==> config.mk <==
export PLATFORM = sky130hd
export DESIGN_NAME = crop_window_scaler
export DESIGN_NICKNAME = d
export VERILOG_FILES = /design/src/rtl/crop_pkg.sv /design/src/rtl/crop_axis_clamp.sv /design/src/rtl/crop_window_scaler.sv
export SDC_FILE = /design/constraint.sdc
export NUM_CORES = 1
export LEC_CHECK = 0
export BUFFER_PORTS_ARGS = -buffer_cell sky130_fd_sc_hd__buf_2
export CORE_MARGIN = 4
export CORE_UTILIZATION = 40
export DETAILED_ROUTE_END_ITERATION = 16
export PLACE_DENSITY = 0.6
export SLEW_MARGIN = 20
export SYNTH_ARGS = -nofsm -noshare
export SYNTH_HDL_FRONTEND = slang
export SYNTH_SLANG_ARGS = --single-unit
==> constraint.sdc <==
create_clock -name clk -period 34.2 [get_ports clk]
set_clock_uncertainty 0.1 [all_clocks]
set_input_delay 0 -clock clk [delete_from_list [all_inputs] [get_ports clk]]
set_output_delay 0 -clock clk [all_outputs]
set_load 0.05 [all_outputs]
==> src/rtl/crop_pkg.sv <==
// Shared geometry defaults and controller state encoding for the crop window scaler.
package crop_pkg;

  localparam int DEF_IMG_W      = 1280;
  localparam int DEF_IMG_H      = 720;
  localparam int DEF_WIN_W      = 300;
  localparam int DEF_WIN_H      = 150;
  localparam int DEF_NUM_SCALES = 3;
  localparam int DEF_STEP_W     = 40;
  localparam int DEF_STEP_H     = 20;
  localparam int DEF_COORD_W    = 12;

  typedef enum logic [1:0] {
    ST_IDLE = 2'd0,
    ST_CALC = 2'd1,
    ST_OUT  = 2'd2
  } state_t;

endpackage

==> src/rtl/crop_axis_clamp.sv <==
// One image axis: places a window of the given size around the centre, kept inside [0, LIMIT-1].
module crop_axis_clamp #(
  parameter int COORD_W = 12,
  parameter int LIMIT   = 1280
) (
  input  logic [COORD_W-1:0] centre,
  input  logic [COORD_W:0]   size,
  output logic [COORD_W-1:0] start_pos,
  output logic [COORD_W-1:0] end_pos,
  output logic [COORD_W-1:0] rel_pos
);

  localparam int IW = COORD_W + 2;
  localparam logic signed [IW-1:0] LIM  = IW'(LIMIT);
  localparam logic signed [IW-1:0] ZERO = '0;
  localparam logic signed [IW-1:0] ONE  = IW'(1);

  logic signed [IW-1:0] c_s, sz_s, lo, hi, st;

  always_comb begin
    c_s  = signed'({2'b00, centre});
    sz_s = signed'({1'b0, size});
    lo   = c_s - (sz_s >>> 1);
    hi   = LIM - sz_s;
    // lower bound first, then upper: the upper bound wins near the far edge
    if (lo < ZERO)    st = ZERO;
    else if (lo > hi) st = hi;
    else              st = lo;
    start_pos = COORD_W'(st);
    end_pos   = COORD_W'(st + sz_s - ONE);
    rel_pos   = COORD_W'(c_s - st);
  end

endmodule

==> src/rtl/crop_window_scaler.sv <==
// Emits NUM_SCALES nested crop windows around a requested centre, one per handshake.
// state | meaning: IDLE wait for start; CALC register window for scl_q; OUT present window until accepted
module crop_window_scaler
  import crop_pkg::*;
#(
  parameter int IMG_W      = DEF_IMG_W,
  parameter int IMG_H      = DEF_IMG_H,
  parameter int WIN_W      = DEF_WIN_W,
  parameter int WIN_H      = DEF_WIN_H,
  parameter int NUM_SCALES = DEF_NUM_SCALES,
  parameter int STEP_W     = DEF_STEP_W,
  parameter int STEP_H     = DEF_STEP_H,
  parameter int COORD_W    = DEF_COORD_W
) (
  input  logic               clk,
  input  logic               rst,
  input  logic               start,
  output logic               start_ready,
  input  logic [15:0]        mid_x,
  input  logic [15:0]        mid_y,
  output logic               out_valid,
  input  logic               out_ready,
  output logic [3:0]         scale_idx,
  output logic               last,
  output logic [COORD_W-1:0] x_start,
  output logic [COORD_W-1:0] x_end,
  output logic [COORD_W-1:0] y_start,
  output logic [COORD_W-1:0] y_end,
  output logic [COORD_W-1:0] rel_x,
  output logic [COORD_W-1:0] rel_y
);

  if ((WIN_W % 2) != 0 || (WIN_H % 2) != 0 || (STEP_W % 2) != 0 || (STEP_H % 2) != 0)
  begin : g_bad_even
    $error("crop_window_scaler: WIN_W, WIN_H, STEP_W and STEP_H must be even");
  end
  if ((NUM_SCALES % 2) == 0 || NUM_SCALES < 1 || NUM_SCALES > 15) begin : g_bad_scales
    $error("crop_window_scaler: NUM_SCALES must be odd and within 1..15");
  end

  localparam logic [3:0] LAST_IDX = 4'(NUM_SCALES - 1);

  function automatic logic [COORD_W:0] scale_size(input int base, input int step,
                                                   input int idx, input int lim);
    int v;
    v = base + (idx - (NUM_SCALES - 1) / 2) * step;
    if (v < 2)        v = 2;
    else if (v > lim) v = lim;
    return (COORD_W + 1)'(v);
  endfunction

  state_t             state_q, state_d;
  logic [3:0]         scl_q;
  logic               last_q;
  logic [COORD_W-1:0] cx_q, cy_q, cx_next, cy_next;
  logic [COORD_W:0]   size_w, size_h;
  logic [COORD_W-1:0] xs_c, xe_c, rx_c, ys_c, ye_c, ry_c;

  always_comb begin
    cx_next = (int'(mid_x) > IMG_W - 1) ? COORD_W'(IMG_W - 1) : COORD_W'(mid_x);
    cy_next = (int'(mid_y) > IMG_H - 1) ? COORD_W'(IMG_H - 1) : COORD_W'(mid_y);
    size_w  = scale_size(WIN_W, STEP_W, int'(scl_q), IMG_W);
    size_h  = scale_size(WIN_H, STEP_H, int'(scl_q), IMG_H);
  end

  crop_axis_clamp #(.COORD_W(COORD_W), .LIMIT(IMG_W)) u_clamp_x (
    .centre(cx_q), .size(size_w), .start_pos(xs_c), .end_pos(xe_c), .rel_pos(rx_c)
  );

  crop_axis_clamp #(.COORD_W(COORD_W), .LIMIT(IMG_H)) u_clamp_y (
    .centre(cy_q), .size(size_h), .start_pos(ys_c), .end_pos(ye_c), .rel_pos(ry_c)
  );

  always_comb begin
    state_d = state_q;
    case (state_q)
      ST_IDLE: if (start) state_d = ST_CALC;
      ST_CALC: state_d = ST_OUT;
      ST_OUT:  if (out_ready) state_d = (scl_q == LAST_IDX) ? ST_IDLE : ST_CALC;
      default: state_d = ST_IDLE;
    endcase
  end

  assign start_ready = (state_q == ST_IDLE);
  assign out_valid   = (state_q == ST_OUT);
  assign last        = last_q && (state_q == ST_OUT);

  always_ff @(posedge clk) begin
    if (rst) begin
      state_q   <= ST_IDLE;
      scl_q     <= '0;
      cx_q      <= '0;
      cy_q      <= '0;
      scale_idx <= '0;
      last_q    <= 1'b0;
      x_start   <= '0;
      x_end     <= '0;
      y_start   <= '0;
      y_end     <= '0;
      rel_x     <= '0;
      rel_y     <= '0;
    end else begin
      state_q <= state_d;
      if (state_q == ST_IDLE && start) begin
        cx_q  <= cx_next;
        cy_q  <= cy_next;
        scl_q <= '0;
      end
      // outputs only change here, so they are frozen for the whole OUT stall
      if (state_q == ST_CALC) begin
        x_start   <= xs_c;
        x_end     <= xe_c;
        y_start   <= ys_c;
        y_end     <= ye_c;
        rel_x     <= rx_c;
        rel_y     <= ry_c;
        scale_idx <= scl_q;
        last_q    <= (scl_q == LAST_IDX);
      end
      if (state_q == ST_OUT && out_ready && scl_q != LAST_IDX) scl_q <= scl_q + 4'd1;
    end
  end

endmodule
==> results.yml, run 1 <==
global_route:
  gr-total-overflow: 0
  grt_pass1_wl_um: 42100
  grt_pass1_vias: 7919
  grt_max_degree: 74
  gr-usage-all-layers_pct: 21.0
  antenna_found_initial: 0
timing:
  min_period_ps: 14050
  worst_pin_slew_ps: 860
  min_period_over_period_pct: 41.1
  finalSetupViolCount: 0
  max_freq_mhz: 71.2
  max_slew_margin_pct: 42.7
  fin_setup_tns_ps: 0
  rsz0062_at_grt: "no"
  final_max_slew_viol_count: 0
  finalHoldViolCount: 0
clocking:
  hold_buffers: 28
  numCtsBuffers: 9
  clk_path_buf_depth: 2
  numClockSinks: 107
  clock_latency_ps: 360
  cts.clk_slew.worst_paths_ps: 80
  cts_tree: "built"
  cts.htree.levels: 3
  post_cts_buffers: 0
  ctsRootBufferMaster: "clkbuf_16"
  cts_resized: 0
synthesis:
  syn_area_um2: 9040
  ys.flop_type: "dfxtp_1"
  synth.top_cell.area_share_pct: 23.7
  syn_inst: 1202
  async_flop_share_pct: 0
  synth_fp_nets: 1366
  synth_area_leaders: "dfxtp_1 24%, ha_1 17%, nand2_1 5.9%"
  yosysSeqAreaShare_pct: 23.7
  synth_edf_count: 0
  synth_seq_cells: 107
  ys_warn_count: 0
  syn_area_per_cell_um2: 7.52
  synth_cell_types: 72
  netlist.top_cell.by_area: "dfxtp_1"
outcome:
  status: "finished clean"
min_path:
  hp-class: "primary input to register"
floorplanning:
  die_y_um: 158
  dieArea_um2: 25100
  start_util_pct: 41.0
  coreArea_um2: 22000
  fp.dieW_um: 158
  num_rows: 54
  ios: 115
finish:
  syn_to_final_growth_pct: 14.7
  layout_commonest_cell: "nand2_1"
  fin_nets: 1473
  drive_gt1_share_pct: 12.9
  diodes: 0
  final_cell_mix: "141 x nand2_1, 121 x ha_1, 114 x inv_1"
place:
  place_hpwl_um: 20800
  portBuffers: 114
  gp_congestion: 0.897
setup_path:
  cp_slowest_cell: "ha_1"
  critPathCaptureType: "register"
  cp-start-kind: "register"
  critPathMaxFanout: 25
  slowest_delay_ps: 840
  critical_path.most_common_cell: "inv_1"
  critPathArrivalTime_ps: 14200
  crit_type: "register to register"
  cp.required_ps: 34350
route:
  ant_nets: 0
  wl_per_cell_um: 16.7
  dr.pass1.iters: 5
  wirelength_um: 26700
  vias_per_cell: 5.40
  num_vias: 8610
  drc: 0
  drt_iter0_markers: 607
job:
  max-cap-violations: 0
[sequential cells by signal, indices dropped and copies added (netlist names), 12 cells and up]
name and flops:
cx_q 12, cy_q 12, rel_x 12, rel_y 12, x_end 12, x_start 12
y_end 12, y_start 12
[path summary, 6_finish.rpt]
kind	startpoint	end	slack [ps]	cells past startpoint
worst min register to register	y_end[6]$_SDFFE_PP0N_	y_end[6]$_SDFFE_PP0N_	350	2
worst max register to register	scl_q[0]$_SDFFE_PP0P_	y_end[11]$_SDFFE_PP0N_	20150	53
worst max-delay path	scl_q[0]$_SDFFE_PP0P_	y_end[11]$_SDFFE_PP0N_	20150	53
worst min-delay path	mid_y[14]	cy_q[3]$_SDFFE_PP0P_	150	5
[stage by stage]
stage	hold WS, ps	std cells	area, um^2	util (%)	setup WS [ps]
2_1_floorplan	48.3	1202	9040	-	22050
3_3_place_gp	167	1550	9810	44.5	20740
3_5_place_dp	174	1550	9810	44.5	20430
4_1_cts	138	1594	10400	47.1	20390
5_1_grt	233	1594	10400	47.1	19010
6_report	148	1594	10400	47.1	20150
[critical path: cells and delay by family, from the launching register on]
family / cells / cell delay [ps]
fa+ha+maj: 9 / 3430
mux: 1 / 200
simple gates: 14 / 3190
buf+inv: 9 / 1610
xor+xnor: 2 / 440
flops: 1 / 830
compound gates: 18 / 4120
[area by class of cell]
type | count | area, um^2
fill | 2277 | 11700
multi-input combinational | 929 | 6270
sequential | 107 | 2140
timing repair buffer | 148 | 898
inverter | 114 | 428
tap | 280 | 350
clock buffer | 10 | 229
clock inverter | 6 | 48.8
[synth_stat cells (7+ instances only)]
cell type	n
nand2_1	141
ha_1	121
inv_1	114
nor2_1	112
dfxtp_1	107
a21oi_1	98
o21ai_0	76
clkbuf_1	42
nor3_1	40
xnor2_1	35
nand3_1	24
a211oi_1	20
xor2_1	20
nor2b_1	19
nand3b_1	18
a21o_1	15
o21a_1	13
nand2b_1	11
a21boi_0	9
a22o_1	9
and2_1	9
mux2i_1	9
nand4_1	9
or2_2	9
mux2_2	8
a31oi_1	7
fa_1	7
nor4_1	7
o21bai_1	7
[cells by family after synthesis]
group	count (synthesis)	synth area share (%)
muxes	17	1.99
xor gates and xnor gates	56	5.58
AOI/OAI and AO/OA	299	20.8
buffers and inverters	166	7.06
DFF	107	23.7
and+or+nand+nor	427	22.4
other	1	0.0415
adders and majority gates	129	18.4
[routing by layer]
metal | track usage, % | up-vias | part of all wire (%)
met4 | 4.31 | 0 | 1.4
li1 | - | 4381 | -
met3 | 2.42 | 19 | 6.0
met2 | 33.5 | 249 | 44
met5 | 0 | - | 0
met1 | 30.8 | 3961 | 49
Power of run 1 is not shown: default switching activity piles up to over one toggle a cycle in this logic, so the estimate is an artifact.
==> inputs of run 2 (changes only) <==
Clock period 34.2 ns to 14.6 ns, I/O delays scaled along.
==> run 2 against run 1 <==
Worst setup slack worse by 19000 ps; first-iteration DRC count down 11%; flip-flop and latch count unchanged; register-to-register slack worse by 19000 ps; clock-buffer cell count up 1; non-clock buffer count unchanged; final cell count unchanged; worst hold slack worse by 3.1 ps; largest cell class unchanged.
==> results.yml, run 2 (same netlist as run 1, synthesis figures left out) <==
finish:
  fill_cells: 2228
  diodes: 0
  multi_input_area_um2: 6280
  drive_gt1_share_pct: 13.2
  fin_nets: 1473
  ff_latch_area_um2: 2140
  layout_commonest_cell: "nand2_1"
  final_cell_mix: "141 x nand2_1, 120 x ha_1, 114 x inv_1"
  syn_to_final_growth_pct: 15.1
route:
  dr.pass1.iters: 5
  num_vias: 8554
  drt_iter0_markers: 540
  vias_per_cell: 5.37
  wl_per_cell_um: 16.9
  ant_nets: 0
  drc: 0
  wirelength_um: 26900
outcome:
  status: "finished clean"
timing:
  min_period_over_period_pct: 89.4
  min_period_ps: 13050
  max_slew_margin_pct: 43.6
  rsz0062_at_grt: "no"
  finalHoldViolCount: 0
  worst_pin_slew_ps: 846
  fin_setup_tns_ps: 0
  final_max_slew_viol_count: 0
  finalSetupViolCount: 0
  max_freq_mhz: 76.6
clocking:
  ctsRootBufferMaster: "clkbuf_16"
  numClockSinks: 107
  cts_tree: "built"
  clk_path_buf_depth: 2
  numCtsBuffers: 9
  cts.clk_slew.worst_paths_ps: 80
  cts.htree.levels: 3
  clock_latency_ps: 350
setup_path:
  crit_type: "register to register"
  critPathMaxFanout: 23
  worst-r2r-setup-slack_ps: 1550
  slowest_delay_ps: 690
  cp_slowest_cell: "or4_1"
  critPathCaptureType: "register"
  critPathBufInv: 8
  cp_top_family: "compound AO/OA/AOI/OAI gates"
  cp-start-kind: "register"
  cp.required_ps: 14740
  critPathArrivalTime_ps: 13200
min_path:
  hp-class: "primary input to register"
job:
  max-cap-violations: 0
global_route:
  gr-total-overflow: 0
  grt_pass1_wl_um: 42600
  antenna_found_initial: 0
  grt_pass1_vias: 8020
  grt_max_degree: 74
  gr-usage-all-layers_pct: 21.3
floorplanning:
  start_util_pct: 41.0
  coreArea_um2: 22000
  die_y_um: 158
  dieArea_um2: 25100
  num_rows: 54
  fp.dieW_um: 158
  ios: 115
place:
  portBuffers: 114
  place_hpwl_um: 20900
  gp_congestion: 0.913
==> run 2: cell types whose count changed in the layout (fill, tap and decap cells not counted), sizes merged <==
cell | previous run | this run
inv | 116 | 115
buf | 120 | 121
clkbuf | 10 | 11
bufinv | 0 | 1
clkinvlp | 2 | 1
dlygate4sd3 | 28 | 27
==> run 2: area by class of cell <==
cell class	instances	area share, %
clock inverter	5	0.578
clock buffer	11	2.33
tap	280	3.37
inverter	114	4.12
sequential	107	20.6
multi-input combinational	929	60.4
timing repair buffer	148	8.62
==> run 2: what timing repair did <==
| action | 4_1_cts | 5_1_grt |
|---|---|---|
| resized for setup | 0 | 3 |
| endpoints found under the setup margin | 0 | 4 |
| buffers inserted | 0 | 0 |
| hold buffers | 27 | 0 |
| hold endpoints to repair | 25 | 0 |
==> run 2: through the flow <==
step                area [um^2]  setup slack [ps]  std cells  hold slack (ps)  utilization [%]
floorplan                  9040              2450       1202             48.3                -
global placement           9810              1500       1551              166             44.6
detailed placement         9810              1050       1551              171             44.6
CTS                       10400              1000       1594              135             47.2
global route              10400               200       1594              216             47.2
finish                    10400              1550       1594              144             47.2
==> run 2: final timing paths <==
| check | startpoint | to | cells after the start |
|---|---|---|---|
| setup / recovery | scl_q[0]$_SDFFE_PP0P_ | y_end[11]$_SDFFE_PP0N_ | 54 |
| hold reg to reg | rel_y[10]$_SDFFE_PP0N_ | rel_y[10]$_SDFFE_PP0N_ | 2 |
| hold / removal | mid_y[14] | cy_q[3]$_SDFFE_PP0P_ | 5 |
| setup reg to reg | scl_q[0]$_SDFFE_PP0P_ | y_end[11]$_SDFFE_PP0N_ | 54 |
==> run 2: tightest hold or removal path: stages <==
cell and delay [ps]:
buf_2 90, nor3_1 40, nand3_1 220, nor2_1 60
nor3_1 140
==> run 2: per-layer routing <==
metal / global-route usage [%] / vias to the layer above / wire length (um)
li1: - / 4377 / -
met1: 31.6 / 3940 / 13500
met2: 33.3 / 206 / 11800
met3: 2.01 / 31 / 1150
met4: 5.04 / 0 / 473
met5: 0 / - / 0
Power of run 2 is left out for the same reason.
==> inputs of run 3 (changes only) <==
Settings changed: HOLD_SLACK_MARGIN set to 0.15.
==> run 3 against run 2 <==
Final cell count rose by 0.75%; clock-buffer cell count did not move; register-to-register slack about the same; first-iteration DRC count rose by 1.1%; worst hold slack better by 51 ps; worst setup slack improved by 6.9 ps; critical path type unchanged; critical endpoint unchanged; largest cell class unchanged; highest routed layer unchanged.
==> results.yml, run 3 (same netlist as run 1, synthesis figures left out) <==
outcome:
  status: "finished clean"
place:
  gp_congestion: 0.913
  place_area_um2: 9810
  portBuffers: 114
  place_hpwl_um: 20900
floorplanning:
  fp.dieW_um: 158
  num_rows: 54
  ios: 115
  dieArea_um2: 25100
  die_y_um: 158
  start_util_pct: 41.0
  coreArea_um2: 22000
clocking:
  clk_path_buf_depth: 2
  clock_latency_ps: 350
  numClockSinks: 107
  ctsRootBufferMaster: "clkbuf_16"
  numCtsBuffers: 9
  post_cts_buffers: 0
  cts_tree: "built"
  cts.htree.levels: 3
  cts.clk_slew.worst_paths_ps: 80
timing:
  holdWs_ps: 196
  finalSetupViolCount: 0
  fin_setup_tns_ps: 0
  final_max_slew_viol_count: 0
  max_slew_margin_pct: 44.3
  max_freq_mhz: 76.6
  rsz0062_at_grt: "no"
  min_period_over_period_pct: 89.4
  worst_pin_slew_ps: 836
  min_period_ps: 13050
  finalHoldViolCount: 0
global_route:
  antenna_found_initial: 0
  grt_use_met3_pct: 2.15
  gr-usage-all-layers_pct: 21.5
  global_route.usage.met1_pct: 31.7
  grt_pass1_vias: 8142
  busiest_layer: "met2"
  grt_pass1_wl_um: 43200
  gr-total-overflow: 0
  grt_max_degree: 74
  grtUsageMet2_pct: 33.9
route:
  dr.pass1.iters: 7
  drt_iter0_markers: 546
  wirelength_um: 27100
  vias_per_cell: 5.37
  num_vias: 8629
  drc: 0
  wl_per_cell_um: 16.9
  ant_nets: 0
setup_path:
  crit_type: "register to register"
  cp_slowest_cell: "or4_1"
  cp-start-kind: "register"
  critPathCaptureType: "register"
  cp-startpoint: "scl_q[0]$_SDFFE_PP0P_"
  cp.required_ps: 14740
  critPathBufInv: 8
  cp_top_family: "compound AO/OA/AOI/OAI gates"
  critPathMaxFanout: 23
  r2r-start: "scl_q[0]$_SDFFE_PP0P_"
  slowest_delay_ps: 690
  critPathArrivalTime_ps: 13190
finish:
  diodes: 0
  syn_to_final_growth_pct: 16.4
  drive_gt1_share_pct: 13.0
  final_area_um2: 10500
  fin_util_pct: 47.8
  fin_nets: 1485
  final_cell_mix: "141 x nand2_1, 120 x ha_1, 114 x inv_1"
  layout_commonest_cell: "nand2_1"
job:
  max-cap-violations: 0
min_path:
  hp-class: "primary input to register"
  min-delay-start: "start"
## run 3: final timing paths
path              cells after the start  slack, ps                endpoint
setup / recovery                     54       1550  y_end[11]$_SDFFE_PP0N_
hold / removal                        4        200    cx_q[6]$_SDFFE_PP0P_
setup reg to reg                     54       1550  y_end[11]$_SDFFE_PP0N_
hold reg to reg                       2        350  rel_y[10]$_SDFFE_PP0N_
## run 3: repair_timing
item | in CTS | in global routing
gates resized for setup | 0 | 3
hold buffers | 39 | 0
setup endpoints to repair | 0 | 4
endpoints found under the hold margin | 55 | 0
## run 3: stage by stage
step	worst slack (ps)	std cells
2_1_floorplan	2450	1202
3_3_place_gp	1500	1551
3_5_place_dp	1050	1551
4_1_cts	1000	1606
5_1_grt	201	1606
6_report	1550	1606
## run 3: per-layer routing
metal | vias to the layer above | wire length (um) | part of all wire (%)
li1 | 4397 | - | -
met1 | 3971 | 13300 | 49
met2 | 234 | 12100 | 44
met3 | 27 | 1330 | 4.9
met4 | 0 | 410 | 1.5
met5 | - | 0 | 0
## run 3: cell type report
class / instances / area [um^2]
clock buffer: 11 / 243
clock inverter: 5 / 60.1
fill: 2215 / 11500
inverter: 114 / 428
multi-input combinational: 929 / 6280
sequential: 107 / 2140
tap: 280 / 350
timing repair buffer: 160 / 1020
## run 3: worst reg2reg max path, delay by kind of cell, from the launching register on
family,cells,cell delay [ps]
fa+ha+maj,10,3480
flops,1,590
buf+inv,8,1150
simple gates,16,3430
xor+xnor,1,190
mux,1,170
compound gates,18,3790
Power of run 3 is left out for the same reason.
